===== src/rtl/seq_pkg.sv =====
// Shared types and helpers for the parametrised serial sequence detector.
// Latency: n/a (declarations only).
// Backpressure: n/a (declarations only).
package seq_pkg;

  // Sequencer states: waiting for a word, shifting it out, word exhausted
  typedef enum logic [1:0] {
    IDLE  = 2'd0,
    SHIFT = 2'd1,
    DONE  = 2'd2
  } state_t;

  // Pattern used when the instantiating code does not supply one
  localparam logic [3:0] DEFAULT_PATTERN = 4'b1011;

  // Width needed to count 0..w inclusive (bit_idx reaches W on the last step)
  function automatic int idx_width(input int w);
    return (w < 1) ? 1 : $clog2(w + 1);
  endfunction

endpackage


===== src/rtl/seq_match_core.sv =====
// Pattern history, fill counter and comparator for one serial bit stream.
// Latency: hit is combinational for the bit presented with en; state updates on that clk edge.
// Backpressure: none; a bit is consumed on every cycle en is high.
module seq_match_core
  import seq_pkg::*;
#(
  parameter int              PLEN    = 4,
  parameter logic [PLEN-1:0] PATTERN = PLEN'(DEFAULT_PATTERN),
  parameter bit              OVERLAP = 1'b1
) (
  input  logic clk,
  input  logic rst,
  input  logic clr,
  input  logic en,
  input  logic bit_in,
  output logic hit
);

  // hist_cnt only needs to reach PLEN, then it saturates
  localparam int HCW = $clog2(PLEN + 1);

  logic [PLEN-1:0] r_hist;
  logic [HCW-1:0]  r_hist_cnt;

  logic [PLEN-1:0] w_hist_nxt;
  logic [HCW-1:0]  w_cnt_nxt;
  logic            w_hit;

  // A one-bit pattern has no older history to keep
  generate
    if (PLEN == 1) begin : g_hist_one
      assign w_hist_nxt = bit_in;
    end else begin : g_hist_multi
      assign w_hist_nxt = {r_hist[PLEN-2:0], bit_in};
    end
  endgenerate

  // Fill count of valid history bits, saturating at PLEN
  assign w_cnt_nxt = (r_hist_cnt == HCW'(PLEN)) ? r_hist_cnt : r_hist_cnt + HCW'(1);

  // A match needs both the right bits and a history fully made of fresh bits
  assign w_hit = en && (w_hist_nxt == PATTERN) && (w_cnt_nxt == HCW'(PLEN));
  assign hit   = w_hit;

  // History and fill count; non-overlap mode restarts the fill after a hit
  always_ff @(posedge clk) begin
    if (rst) begin
      r_hist     <= '0;
      r_hist_cnt <= '0;
    end else if (clr) begin
      r_hist     <= '0;
      r_hist_cnt <= '0;
    end else if (en) begin
      r_hist <= w_hist_nxt;
      if (w_hit && !OVERLAP) begin
        r_hist_cnt <= '0;
      end else begin
        r_hist_cnt <= w_cnt_nxt;
      end
    end
  end

endmodule


===== src/rtl/seq_detect_param.sv =====
// Parallel-load serialiser feeding a parametrised pattern detector with a saturating hit counter.
// Latency: ser_bit/match/bit_idx/busy/done/match_cnt update 1 clk after the accepted step edge.
// Backpressure: none; step outside SHIFT is ignored, and load in the same cycle drops the step.
module seq_detect_param
  import seq_pkg::*;
#(
  parameter int              W          = 8,
  parameter int              PLEN       = 4,
  parameter logic [PLEN-1:0] PATTERN    = PLEN'(DEFAULT_PATTERN),
  parameter bit              OVERLAP    = 1'b1,
  parameter bit              MSB_FIRST  = 1'b0,
  parameter bit              SPAN_LOADS = 1'b0,
  parameter int              CW         = 8
) (
  input  logic                     clk,
  input  logic                     rst,
  input  logic [W-1:0]             din,
  input  logic                     load,
  input  logic                     step,
  output logic                     ser_bit,
  output logic                     match,
  output logic [CW-1:0]            match_cnt,
  output logic [idx_width(W)-1:0]  bit_idx,
  output logic                     busy,
  output logic                     done
);

  localparam int BW = idx_width(W);

  state_t          r_state;
  logic [W-1:0]    r_shreg;
  logic [BW-1:0]   r_bit_idx;
  logic            r_ser_bit;
  logic            r_match;
  logic            r_busy;
  logic            r_done;
  logic [CW-1:0]   r_match_cnt;

  logic            w_accept;
  logic            w_bit;
  logic            w_last;
  logic            w_clr;
  logic            w_hit;

  // A step only advances the stream while shifting, and a same-cycle load wins
  assign w_accept = step && (r_state == SHIFT) && !load;

  // Next serial bit sits at the end of the shift register nearest the output
  assign w_bit  = MSB_FIRST ? r_shreg[W-1] : r_shreg[0];
  assign w_last = (r_bit_idx == BW'(W - 1));

  // Without carry-over, every new word starts with an empty history
  assign w_clr  = load && !SPAN_LOADS;

  seq_match_core #(
    .PLEN    (PLEN),
    .PATTERN (PATTERN),
    .OVERLAP (OVERLAP)
  ) u_core (
    .clk    (clk),
    .rst    (rst),
    .clr    (w_clr),
    .en     (w_accept),
    .bit_in (w_bit),
    .hit    (w_hit)
  );

  // Sequencer FSM with its registered status outputs and the word being shifted
  always_ff @(posedge clk) begin
    if (rst) begin
      r_state   <= IDLE;
      r_shreg   <= '0;
      r_bit_idx <= '0;
      r_ser_bit <= 1'b0;
      r_match   <= 1'b0;
      r_busy    <= 1'b0;
      r_done    <= 1'b0;
    end else if (load) begin
      r_state   <= SHIFT;
      r_shreg   <= din;
      r_bit_idx <= '0;
      r_match   <= 1'b0;
      r_busy    <= 1'b1;
      r_done    <= 1'b0;
    end else if (w_accept) begin
      r_ser_bit <= w_bit;
      r_match   <= w_hit;
      r_shreg   <= MSB_FIRST ? (r_shreg << 1) : (r_shreg >> 1);
      r_bit_idx <= r_bit_idx + BW'(1);
      if (w_last) begin
        r_state <= DONE;
        r_busy  <= 1'b0;
        r_done  <= 1'b1;
      end
    end
  end

  // Match counter sticks at all-ones rather than wrapping
  always_ff @(posedge clk) begin
    if (rst) begin
      r_match_cnt <= '0;
    end else if (w_hit && (r_match_cnt != '1)) begin
      r_match_cnt <= r_match_cnt + CW'(1);
    end
  end

  assign ser_bit   = r_ser_bit;
  assign match     = r_match;
  assign match_cnt = r_match_cnt;
  assign bit_idx   = r_bit_idx;
  assign busy      = r_busy;
  assign done      = r_done;

endmodule


===== config.mk =====
export PLATFORM = sky130hd
export DESIGN_NAME = seq_detect_param
export DESIGN_NICKNAME = d
export VERILOG_FILES = /design/src/rtl/seq_pkg.sv /design/src/rtl/seq_match_core.sv /design/src/rtl/seq_detect_param.sv
export SDC_FILE = /design/constraint.sdc
export NUM_CORES = 1
export LEC_CHECK = 0
export ABC_AREA = 1
export BUFFER_PORTS_ARGS = -buffer_cell sky130_fd_sc_hd__buf_2
export CORE_ASPECT_RATIO = 1.2
export CORE_MARGIN = 1
export CORE_UTILIZATION = 49
export DETAILED_ROUTE_END_ITERATION = 10
export HOLD_SLACK_MARGIN = 0.15
export PLACE_DENSITY = 0.7
export SLEW_MARGIN = 20
export SYNTH_ARGS = -nofsm -noshare
export SYNTH_HDL_FRONTEND = slang
export SYNTH_SLANG_ARGS = --single-unit

===== constraint.sdc =====
create_clock -name clk -period 1.4 [get_ports clk]
set_input_delay 0.42 -clock clk [delete_from_list [all_inputs] [get_ports clk]]
set_output_delay 0.42 -clock clk [all_outputs]
set_load 0.005 [all_outputs]

**After elaboration in Yosys (flattened, before gate mapping)**

Cells that the tools add are included.

- Eq/ne operators: 6
- $add $sub $neg: 3
- Multiply operators: 0
- Order comparisons: 0
- Bitwise logic cells: 1
- Multiplexer cells: 9
- Shifts and indexed selects: 0
- Reduce and logical (&&, ||, !) cells: 12
- Divide/modulo/power cells: 0

Operator list:

| kind | count |
|---|---|
| two-way mux 8 bit | 2 |
| adder 8 x 1 -> 8 bit (second input constant) | 1 |
| inequality test 8 bit (second input constant) | 1 |
| equality test 3 bit (second input constant) | 2 |
| two-way mux 1 bit | 6 |
| AND reduction 2 bit | 3 |
| logical AND 1 bit | 5 |
| adder 4 x 1 -> 4 bit (second input constant) | 1 |
| equality test 4 x 3 -> 1 bit (second input constant) | 1 |
| equality test 4 bit (second input constant) | 1 |
| nonzero test 2 bit | 2 |
| adder 3 x 1 -> 3 bit (second input constant) | 1 |
| two-way mux 3 bit | 1 |
| equality test 2 x 1 -> 1 bit (second input constant) | 1 |
| OR reduction 2 bit | 1 |
| zero test 1 bit | 1 |
| inverter 1 bit | 1 |

- Word-level logic and storage cells: 41
- Memories kept: 0
- Bits in latches: 0
- Input bits: 12
- Bits in registers: 31
- ROM bits: 0
- RAM bits: 0

**Depth between registers and ports, before layout**

Gate-level depths: netlist of run 1.

- Depth after elaboration: 6
- Depth in mapped cells: 10
- Mapped depth without buffers: 10

**Cells and area by module**

Synthesis of run 1 repeated with hierarchy kept, for this count alone.

- Cell total of the unflattened synthesis: 213
- Area total of the unflattened synthesis: 1457.6 um2

By module, submodules not included:

| module | instances | cells an instance | area each (um2) |
|---|---|---|---|
| seq_detect_param | 1 | 165 | 1144.8 |
| seq_match_core | 1 | 48 | 312.8 |

**Worst setup path after synthesis of run 1**

No wires, ideal clock.

- Path type: flip-flop to flip-flop
- Start: register u_core.r_hist_cnt[0]
- End: register r_match_cnt[5], in the netlist match_cnt[5]
- Slack: -0.014 ns
- Period minus slack after synthesis: 1.414 ns
- Library setup time: 0.132 ns
- Path buffers: 0
- Cell stages (with the launch flop): 9
- Data arrival time: 1.282 ns
- Path through: dfxtp_1 > inv_1 > ha_1 > inv_1 > nand3_1 > nor2_2 > nand3_2 > nand2_1 > a21oi_1

- Word-level cells in the longest chain between the ends: 5
- Elaborated cells between the ends (all ways): 6
- Classes of those cells: 1 x add/sub; 2 x eq/ne; 1 x mux; 2 x reduce/logical

RTL lines:

| what | RTL line | source |
|---|---|---|
| start, declared | seq_match_core.sv:23 | `logic [HCW-1:0] r_hist_cnt;` |
| start signal, assigned | seq_match_core.sv:58 | `r_hist_cnt <= w_cnt_nxt;` |
| adder 3 x 1 -> 3 bit or equality test 3 bit (tied branches) | seq_match_core.sv:39 | `assign w_cnt_nxt = (r_hist_cnt == HCW'(PLEN)) ? r_hist_cnt : r_hist_cnt + HCW'(1);` |
| two-way mux 3 bit (*) | seq_match_core.sv:39 |  |
| net u_core.w_cnt_nxt[1] | seq_match_core.sv:26 | `logic [HCW-1:0] w_cnt_nxt;` |
| equality test 3 bit (*) | seq_match_core.sv:42 | `assign w_hit = en && (w_hist_nxt == PATTERN) && (w_cnt_nxt == HCW'(PLEN));` |
| logical AND 1 bit (*) | seq_match_core.sv:42 |  |
| logical AND 1 bit (*) | seq_detect_param.sv:102 | `end else if (w_hit && (r_match_cnt != '1)) begin` |
| end signal, assigned | seq_detect_param.sv:103 | `r_match_cnt <= r_match_cnt + CW'(1);` |
| end, declared | seq_detect_param.sv:37 | `logic [CW-1:0] r_match_cnt;` |

The timed path passes the listed nets; every way through them passes the cells marked *.
A chain may end at the register's enable or synchronous reset.

**Worst setup path after layout of run 1**

- Start: register u_core.r_hist_cnt[0]
- End: register r_match_cnt[6], in the netlist match_cnt[6]

- Word-level cells in the longest chain between the ends: 5
- Elaborated cells between the ends (all ways): 6
- Classes of those cells: 1 x add/sub; 2 x eq/ne; 1 x mux; 2 x reduce/logical

RTL lines:

| what | RTL line |
|---|---|
| adder 3 x 1 -> 3 bit or equality test 3 bit (tied branches) | seq_match_core.sv:39 |
| two-way mux 3 bit (*) | seq_match_core.sv:39 |
| equality test 3 bit (*) | seq_match_core.sv:42 |
| logical AND 1 bit (*) | seq_match_core.sv:42 |
| logical AND 1 bit (*) | seq_detect_param.sv:102 |

Mark *: on every way between the ends. The rest lies on a longest branch, timed or not.

==> results of run 1 <==
[layer usage]
layer / vias up / GRT usage / share of wire
li1: 774 / - / -
met1: 677 / 0.246 / 0.43
met2: 29 / 0.397 / 0.52
met3: 5 / 0.0438 / 0.033
met4: 0 / 0.118 / 0.018
met5: - / 0 / 0
[tightest hold or removal path: stages]
cell	delay [ns]
buf_2	0.09
nand2_1	0.05
a21oi_1	0.05
[cells by family (layout without fill, tap and decap cells)]
kind of cell / count (synthesis) / after routing / share of synthesized area
compound gates: 39 / 39 / 0.137
xor+xnor: 3 / 3 / 0.0174
fa+ha+maj: 4 / 4 / 0.0331
buf+inv: 29 / 81 / 0.0777
flops: 30 / 30 / 0.397
simple gates: 101 / 101 / 0.338
[what timing repair did]
action	CTS	global route
setup buffers	1	2
setup endpoints to repair	8	11
pin swaps	5	15
gates resized for setup	7	24
hold buffers	0	0
[through the flow]
step           setup TNS (ns)   util  power (mW)
2_1_floorplan               0      -       0.981
3_3_place_gp           -0.279  0.630        1.04
3_5_place_dp           -0.784  0.630        1.04
4_1_cts              -0.00276  0.663        1.58
5_1_grt                -0.394  0.698        1.66
6_report                    0  0.698        1.58
[cell type report]
cell class / count / share of cell area
Clock buffer: 7 / 0.0276
Tap cell: 34 / 0.0213
Timing Repair Buffer: 48 / 0.147
Multi-Input combinational cell: 147 / 0.451
Clock inverter: 1 / 0.00250
Sequential cell: 30 / 0.302
Inverter: 25 / 0.0482
[path summary, 6_finish.rpt]
check	slack, ns	end	cells after the start
max reg2reg	0.009	match_cnt[6]$_SDFFE_PP0P_	9
max	0.009	match_cnt[6]$_SDFFE_PP0P_	9
min	0.33	r_shreg[7]$_SDFFE_PP0P_	3
min reg2reg	0.47	ser_bit$_SDFFE_PP0P_	2
[cells in the mapped netlist, types with 2 or more instances]
library cell  instances
nand2_1              56
nand3_1              15
nor2_1                7
xor2_1                3
ha_1                  4
o21ai_0              11
a31oi_1               7
dfxtp_1              30
nand2_2               2
inv_1                22
nand3_2               2
nor2_2                5
a21oi_1              19
nand4_1               5
inv_2                 3
clkbuf_1              2
nand2_4               2
nor2_4                4
[registers in the layout, indices dropped and copies added (netlist names)]
register / count
u_core.r_hist_cnt: 3
done: 1
bit_idx: 4
busy: 1
u_core.r_hist: 3
match_cnt: 8
r_shreg: 8
ser_bit: 1
match: 1
[power by group through the flow]
stage | registers (mW) | clock network, mW | logic (mW)
2_1_floorplan | 0.904 | 0 | 0.0772
3_3_place_gp | 0.906 | 0 | 0.133
3_5_place_dp | 0.906 | 0 | 0.134
4_1_cts | 0.887 | 0.557 | 0.139
5_1_grt | 0.891 | 0.596 | 0.171
6_report | 0.888 | 0.542 | 0.155
==> out/metrics.csv, run 1 <==
metric;value;unit
FF+latch area;604;µm²
number of DRC markers in iteration 0;21;
worst slew pin tran;0.275;ns
vias in the first global route;1320;
Die ar.;3320;µm²
RD Place Congestion;0.780;
final wirelength;3.42;mm
hold slack;0.329;ns
GR Util All Layers;0.227;
drt pass-1 iters;5;
Max Root-Sink Buffers;2;
Avg Synthesized Cell Area;7.35;µm²
hold crit path type;in -> reg;
DRC;0;
Top cell by count, worst path;nand2_2;
status;finished, final reports clean;
antenna-violating nets left;0;
clock skew;0.0126;ns
crit path cell chain;inv_2 > ha_4 > nand2_4 > nand2_2 > nand2_2 > nand3_2 > nor2_4 > nand3_1 > a21oi_1;
CP max-delay cell;dfxtp_2;
Crit path largest cell delay;0.36;ns
syn nets;222;
Gate Count Post-Synth;206;
total CTS buffers;5;
clock power share;0.342;
worst setup slack after layout;0.00944;ns
Peak VDD IR;0.678;mV
worst path required time;1.67;ns
CTS HTree Levels;2;
DP Wirelength;2.41;mm
post-synth top area cell;dfxtp_1;
normalized max-slew margin;0.816;
chip height;62.9;µm
layout cells sized above 1;0.376;
diode count;0;
Core ar.;2860;µm²
Setup CP Type;reg -> reg;
Worst Min Path Start;din[7];
Leakage Power;0.874;nW
Final Max Tran Viols;0;
setup violators final;0;
Clk pin slew, worst setup/hold paths;0.10;ns
Fin. Hold Viols;0;
CP top delay family;simple AND/OR/NAND/NOR gates;
Clock Tree Root;clkbuf_4;
Max Cap Violations;0;
Syn-to-layout area delta;32.0;%
fin area;2000;µm²
Synth Register Bits;30;
dpl cell area;1800;µm²
Async SR Flop Fraction;0;
RSZ-0062 raised after global routing;true;
fill count;264;
Skew-Pair Late Insertion Delay;0.34;ns
initial antenna violation count;0;
most frequent cells in the layout;nand2_1, dfxtp_1, buf_2;
Netlist cell types;25;
register area share after synthesis;0.397;
Routed WL per cell;11.7;µm
Psw;0.399;mW
leading cell type in the layout, fill and taps excluded;nand2_1;
Syn Std Cell Area;1510;µm²
final non-filler cell total;292;
CP Max Fanout;4;
EDFF count, synth;0;
Power Internal;1.18;mW
Vias;1485;
Vias per Instance;5.09;
Yosys warnings;0;
TritonCTS clock tree;built;
Initial Utilization;0.529;
largest net degree at the start of global routing;16;
share of the synthesized area in the top cell type;0.397;
dpl ws;-0.117;ns
Final Cycle Share;0.993;
Placed Instances;281;
post-layout min period;1.39;ns
critical path launch point;u_core.r_hist_cnt[0]$_SDFFE_PP0P_;
first-pass GRT wire length;5.57;mm
Worst setup SP type;flip-flop;
Crit path arrival time;1.66;ns
Port Buffer Count;27;
Setup crit end kind;flip-flop;
ranking of synthesized cells by area;dfxtp_1, nand2_1, a21oi_1;
Gate power share;0.098;
Clock Sinks;30;
Die X;52.7;µm
worst r2r src;u_core.r_hist_cnt[0]$_SDFFE_PP0P_;
pwr/cell area;793;nW/µm²
Multi-input gate area;902;µm²
sequential power share;0.560;
Ports;28;
Overflow after GRT;0;
Net Sw Frac;0.252;
Bufs and invs on worst path;1;
standard-cell row count;21;
ys flop type;dfxtp_1;
fmax;719;MHz
nets;273;
Note: power is estimated with default switching activity, not from simulation.
==> inputs of run 2 (changes only) <==
--- a/config.mk
+++ b/config.mk
@@ -8,7 +8,7 @@
 export ABC_AREA = 1
 export BUFFER_PORTS_ARGS = -buffer_cell sky130_fd_sc_hd__buf_2
 export CORE_ASPECT_RATIO = 1.2
-export CORE_MARGIN = 1
+export CORE_MARGIN = 8
 export CORE_UTILIZATION = 49
 export DETAILED_ROUTE_END_ITERATION = 10
 export HOLD_SLACK_MARGIN = 0.15
==> run 2 against run 1 <==
Global-route usage down 8.5 points. Final area is 1.2% higher. First-iteration DRC count increased to 2.7 times the previous value.
==> out/metrics.csv, run 2 (synthesized netlist as in run 1, its figures left out) <==
metric;value;unit
nets;272;
dpl cell area;1810;µm²
first-pass GRT wire length;5.81;mm
number of DRC markers in iteration 0;57;
fin area;2020;µm²
DRC;0;
initial antenna violation count;0;
Max Root-Sink Buffers;2;
fmax;737;MHz
setup violators final;0;
Core ar.;3000;µm²
most frequent cells in the layout;nand2_1, dfxtp_1, buf_2;
Worst setup SP type;flip-flop;
Max Cap Violations;0;
clock skew;0.0159;ns
hold slack;0.338;ns
Clock Sinks;30;
post-layout min period;1.36;ns
CP Max Fanout;5;
clock power share;0.409;
worst path required time;0.98;ns
Setup CP Type;reg -> out;
Top Usage Layer GRT;met2;
crit path cell chain;buf_4 > buf_2;
standard-cell row count;22;
layout cells sized above 1;0.375;
Overflow after GRT;0;
antenna-violating nets left;0;
met1 GRT Util;0.155;
final wirelength;3.51;mm
GR Util All Layers;0.142;
chip height;76.9;µm
CP max-delay cell;dfxtp_1;
Fin. Hold Viols;0;
drt pass-1 iters;4;
Port Buffer Count;27;
vias in the first global route;1418;
Fin Setup TNS;0;ns
Ports;28;
Clock Tree Root;clkbuf_4;
Power Internal;1.35;mW
RSZ-0062 raised after global routing;true;
Setup crit end kind;output port;
Final Max Tran Viols;0;
leading cell type in the layout, fill and taps excluded;nand2_1;
Routed WL per cell;12.0;µm
Die ar.;5130;µm²
Gate power share;0.084;
Placed Instances;284;
worst r2r src;u_core.r_hist_cnt[0]$_SDFFE_PP0P_;
Final Cycle Share;0.969;
TritonCTS clock tree;built;
status;finished, final reports clean;
worst slew pin tran;0.271;ns
pwr/cell area;866;nW/µm²
sequential power share;0.507;
Vias per Instance;4.89;
worst setup slack after layout;0.0431;ns
overall power;1.75;mW
Psw;0.399;mW
Clk pin slew, worst setup/hold paths;0.10;ns
Net Sw Frac;0.228;
Skew-Pair Late Insertion Delay;0.34;ns
Worst Min Path Start;din[7];
Crit path largest cell delay;0.33;ns
CTS HTree Levels;2;
met3 track demand over resource;0.0523;
Syn-to-layout area delta;33.6;%
dpl ws;-0.0761;ns
global-route met2 utilization;0.227;
total CTS buffers;5;
Leakage Power;0.910;nW
Crit path arrival time;0.94;ns
Vias;1429;
RD Place Congestion;0.824;
Finished Core Util;0.674;
diode count;0;
critical path launch point;match_cnt[0]$_SDFFE_PP0P_;
Initial Utilization;0.505;
Peak VDD IR;0.780;mV
normalized max-slew margin;0.819;
hold crit path type;in -> reg;
Die X;66.7;µm
largest net degree at the start of global routing;12;
DP Wirelength;2.56;mm
fill count;277;
final non-filler cell total;292;
## run 2: cell types whose count changed in the layout (fill, tap and decap cells not counted), sizes merged
cell	previous run	this run
buf	48	47
bufinv	0	1
clkbuf	7	6
clkinv	1	0
## run 2: final timing paths
kind	to	slack [ns]	depth (start not counted)
setup / recovery	match_cnt[0]	0.04	2
hold / removal	r_shreg[7]$_SDFFE_PP0P_	0.34	3
setup reg to reg	match_cnt[4]$_SDFFE_PP0P_	0.05	8
hold reg to reg	r_shreg[7]$_SDFFE_PP0P_	0.47	2
## run 2: timing repair
action | in CTS | in global routing
gates resized for setup | 4 | 29
setup endpoints to repair | 8 | 11
pin swaps | 1 | 13
cloned | 0 | 0
hold buffers | 0 | 0
setup buffers | 0 | 1
## run 2: layout make-up
type	count	area, µm²	area share
multi-input cells	147	902	0.446
clock inverters	1	30.0	0.0149
well taps	36	45.0	0.0223
repair buffers	47	293	0.145
inverters	25	96.3	0.0476
flip-flops and latches	30	604	0.299
clock buffers	6	51.3	0.0254
## run 2: routing by layer
layer,vias to the layer above,routed length (µm)
met2,24,1670
met4,0,80
li1,773,-
met1,626,1580
met3,6,185
met5,-,0
## run 2: power by group through the flow
stage | combinational (mW) | sequential, mW | clock, mW
global route | 0.162 | 0.891 | 0.768
detailed placement | 0.132 | 0.906 | 0
finish | 0.147 | 0.888 | 0.716
floorplan | 0.0772 | 0.904 | 0
CTS | 0.134 | 0.887 | 0.741
global placement | 0.131 | 0.907 | 0
## run 2: critical path: cells and delay by family, from the launching register on
family / cells / cell delay (ns)
flops: 1 / 0.33
buf+inv: 2 / 0.27
==> inputs of run 3 (changes only) <==
==> constraint.sdc (replaced) <==
create_clock -name clk -period 1.2 [get_ports clk]
set_input_delay 0.36 -clock clk [delete_from_list [all_inputs] [get_ports clk]]
set_output_delay 0.36 -clock clk [all_outputs]
set_load 0.005 [all_outputs]
==> run 3 against run 2 <==
The flow now finishes with violations (negative setup slack). Routed wire length rose by 14%. Clock power decreased by 8.8%. Register-to-register slack lost 0.22 ns. Critical path depth increased by 6. Hold slack worse by 0.074 ns. Critical path type is now reg -> reg.
==> out/metrics.csv, run 3 (synthesized netlist as in run 1, its figures left out) <==
metric;value;unit
Port Buffer Count;27;
failing checks;negative setup slack;
drt pass-1 iters;4;
Vias per Instance;5.11;
CP max-delay cell;dfxtp_2;
Die X;66.7;µm
leading cell type in the layout, fill and taps excluded;nand2_1;
worst r2r src;u_core.r_hist_cnt[1]$_SDFFE_PP0P_;
nets;289;
largest net degree at the start of global routing;11;
number of DRC markers in iteration 0;66;
layout cells sized above 1;0.504;
RSZ-0062 raised after global routing;true;
Clk pin slew, worst setup/hold paths;0.10;ns
Skew-Pair Late Insertion Delay;0.34;ns
Syn-to-layout area delta;48.7;%
status;complete, but fails checks;
Worst Min Path Start;din[7];
crit path cell chain;inv_2 > ha_4 > nor2_1 > nand3_1 > nor2_2 > nand3_2 > o21ai_2 > nor2_1;
worst slew pin tran;0.252;ns
Finished Core Util;0.750;
Vias;1584;
Clock Tree Root;clkbuf_4;
CTS HTree Levels;2;
worst setup slack after layout;-0.171;ns
Routed WL per cell;12.9;µm
DP Wirelength;2.82;mm
chip height;76.9;µm
total CTS buffers;5;
Overflow after GRT;0;
Fin. Hold Viols;0;
TritonCTS clock tree;built;
Worst setup SP type;flip-flop;
Ports;28;
Initial Utilization;0.505;
Clock Sinks;30;
Crit path arrival time;1.61;ns
Leakage Power;1.00;nW
most frequent cells in the layout;nand2_1, buf_4, buf_2;
antenna-violating nets left;0;
Setup CP Type;reg -> reg;
CP Max Fanout;3;
Worst Hold Endpoint;r_shreg[7]$_SDFFE_PP0P_;
DRC;0;
setup violators final;15;
final wirelength;4.00;mm
first-pass GRT wire length;6.51;mm
clock skew;0.00869;ns
Core ar.;3000;µm²
hold crit path type;in -> reg;
Worst Hold Depth;3;
Final Max Tran Viols;0;
Hold-fix buffers, CTS;0;
Fin Setup TNS;-1.62;ns
r2r setup slk;-0.17;ns
Die ar.;5130;µm²
diode count;0;
Max Cap Violations;0;
critical path launch point;u_core.r_hist_cnt[1]$_SDFFE_PP0P_;
worst path required time;1.44;ns
pwr/cell area;837;nW/µm²
initial antenna violation count;0;
Top cell by count, worst path;nor2_1;
Final Cycle Share;1.14;
hold slack;0.265;ns
normalized max-slew margin;0.832;
RD Place Congestion;0.809;
standard-cell row count;22;
vias in the first global route;1612;
Peak VDD IR;0.980;mV
GR Util All Layers;0.156;
R2R cell count;8;
Reg-to-Reg End;match_cnt[2]$_SDFFE_PP0P_;
Setup crit end kind;flip-flop;
post-layout min period;1.37;ns
Max Root-Sink Buffers;2;
Crit path largest cell delay;0.36;ns
fmax;730;MHz
## run 3: cell types whose count changed in the layout (fill, tap and decap cells not counted), sizes merged
cell      before  now
bufinv         1    0
buf           47   64
clkinvlp       0    1
clkinv         0    1
## run 3: timing repair
| action | CTS | global route |
|---|---|---|
| endpoints found under the setup margin | 23 | 40 |
| resized for setup | 25 | 38 |
| pin swaps | 1 | 16 |
| buffers inserted | 4 | 5 |
## run 3: layout make-up
class,count,area (µm²)
Multi-Input combinational cell,147,936
Fill cell,214,749
Sequential cell,30,629
Timing Repair Buffer,64,480
Inverter,25,96.3
Clock buffer,6,51.3
Tap cell,36,45.0
Clock inverter,2,12.5
## run 3: worst max path at each step
stage / end / slack [ns] / cells after the start
floorplan: match_cnt[0]$_SDFFE_PP0P_ / -0.05 / 9
global placement: match_cnt[2]$_SDFFE_PP0P_ / -0.15 / 8
detailed placement: match_cnt[2]$_SDFFE_PP0P_ / -0.20 / 8
CTS: match_cnt[2]$_SDFFE_PP0P_ / -0.16 / 8
global route: match_cnt[6]$_SDFFE_PP0P_ / -0.24 / 7
finish: match_cnt[2]$_SDFFE_PP0P_ / -0.17 / 8
## run 3: layer usage
metal  vias to the layer above  part of all wire  global-route usage
li1                        808                 -                   -
met1                       733              0.41               0.167
met2                        35              0.52               0.267
met3                         8             0.044              0.0392
met4                         0             0.021              0.0814
met5                         -                 0                   0
## run 3: critical path, delay by kind of cell (launching register included)
kind	cells	cell delay, ns
AO/OA/AOI/OAI	1	0.13
adder cells (fa/ha/maj)	1	0.23
AND/OR/NAND/NOR	5	0.51
buffers and inverters	1	0.05
flip-flops	1	0.36
## run 3: stage by stage
step	setup WS [ns]	total power [mW]	std cells	cell area [µm²]
after floorplan	-0.0530	1.15	206	1540
after global placement	-0.152	1.23	295	1920
after detailed placement	-0.202	1.23	295	1920
after CTS	-0.164	1.88	305	2090
after global routing	-0.236	1.96	310	2250
final	-0.171	1.89	310	2250
## run 3: where the power goes
part           switching, mW  internal [mW]  leakage, nW
clock                  0.371          0.281       0.0343
sequential            0.0172           1.01        0.253
combinational          0.107         0.0940        0.716
total                  0.495           1.39         1.00
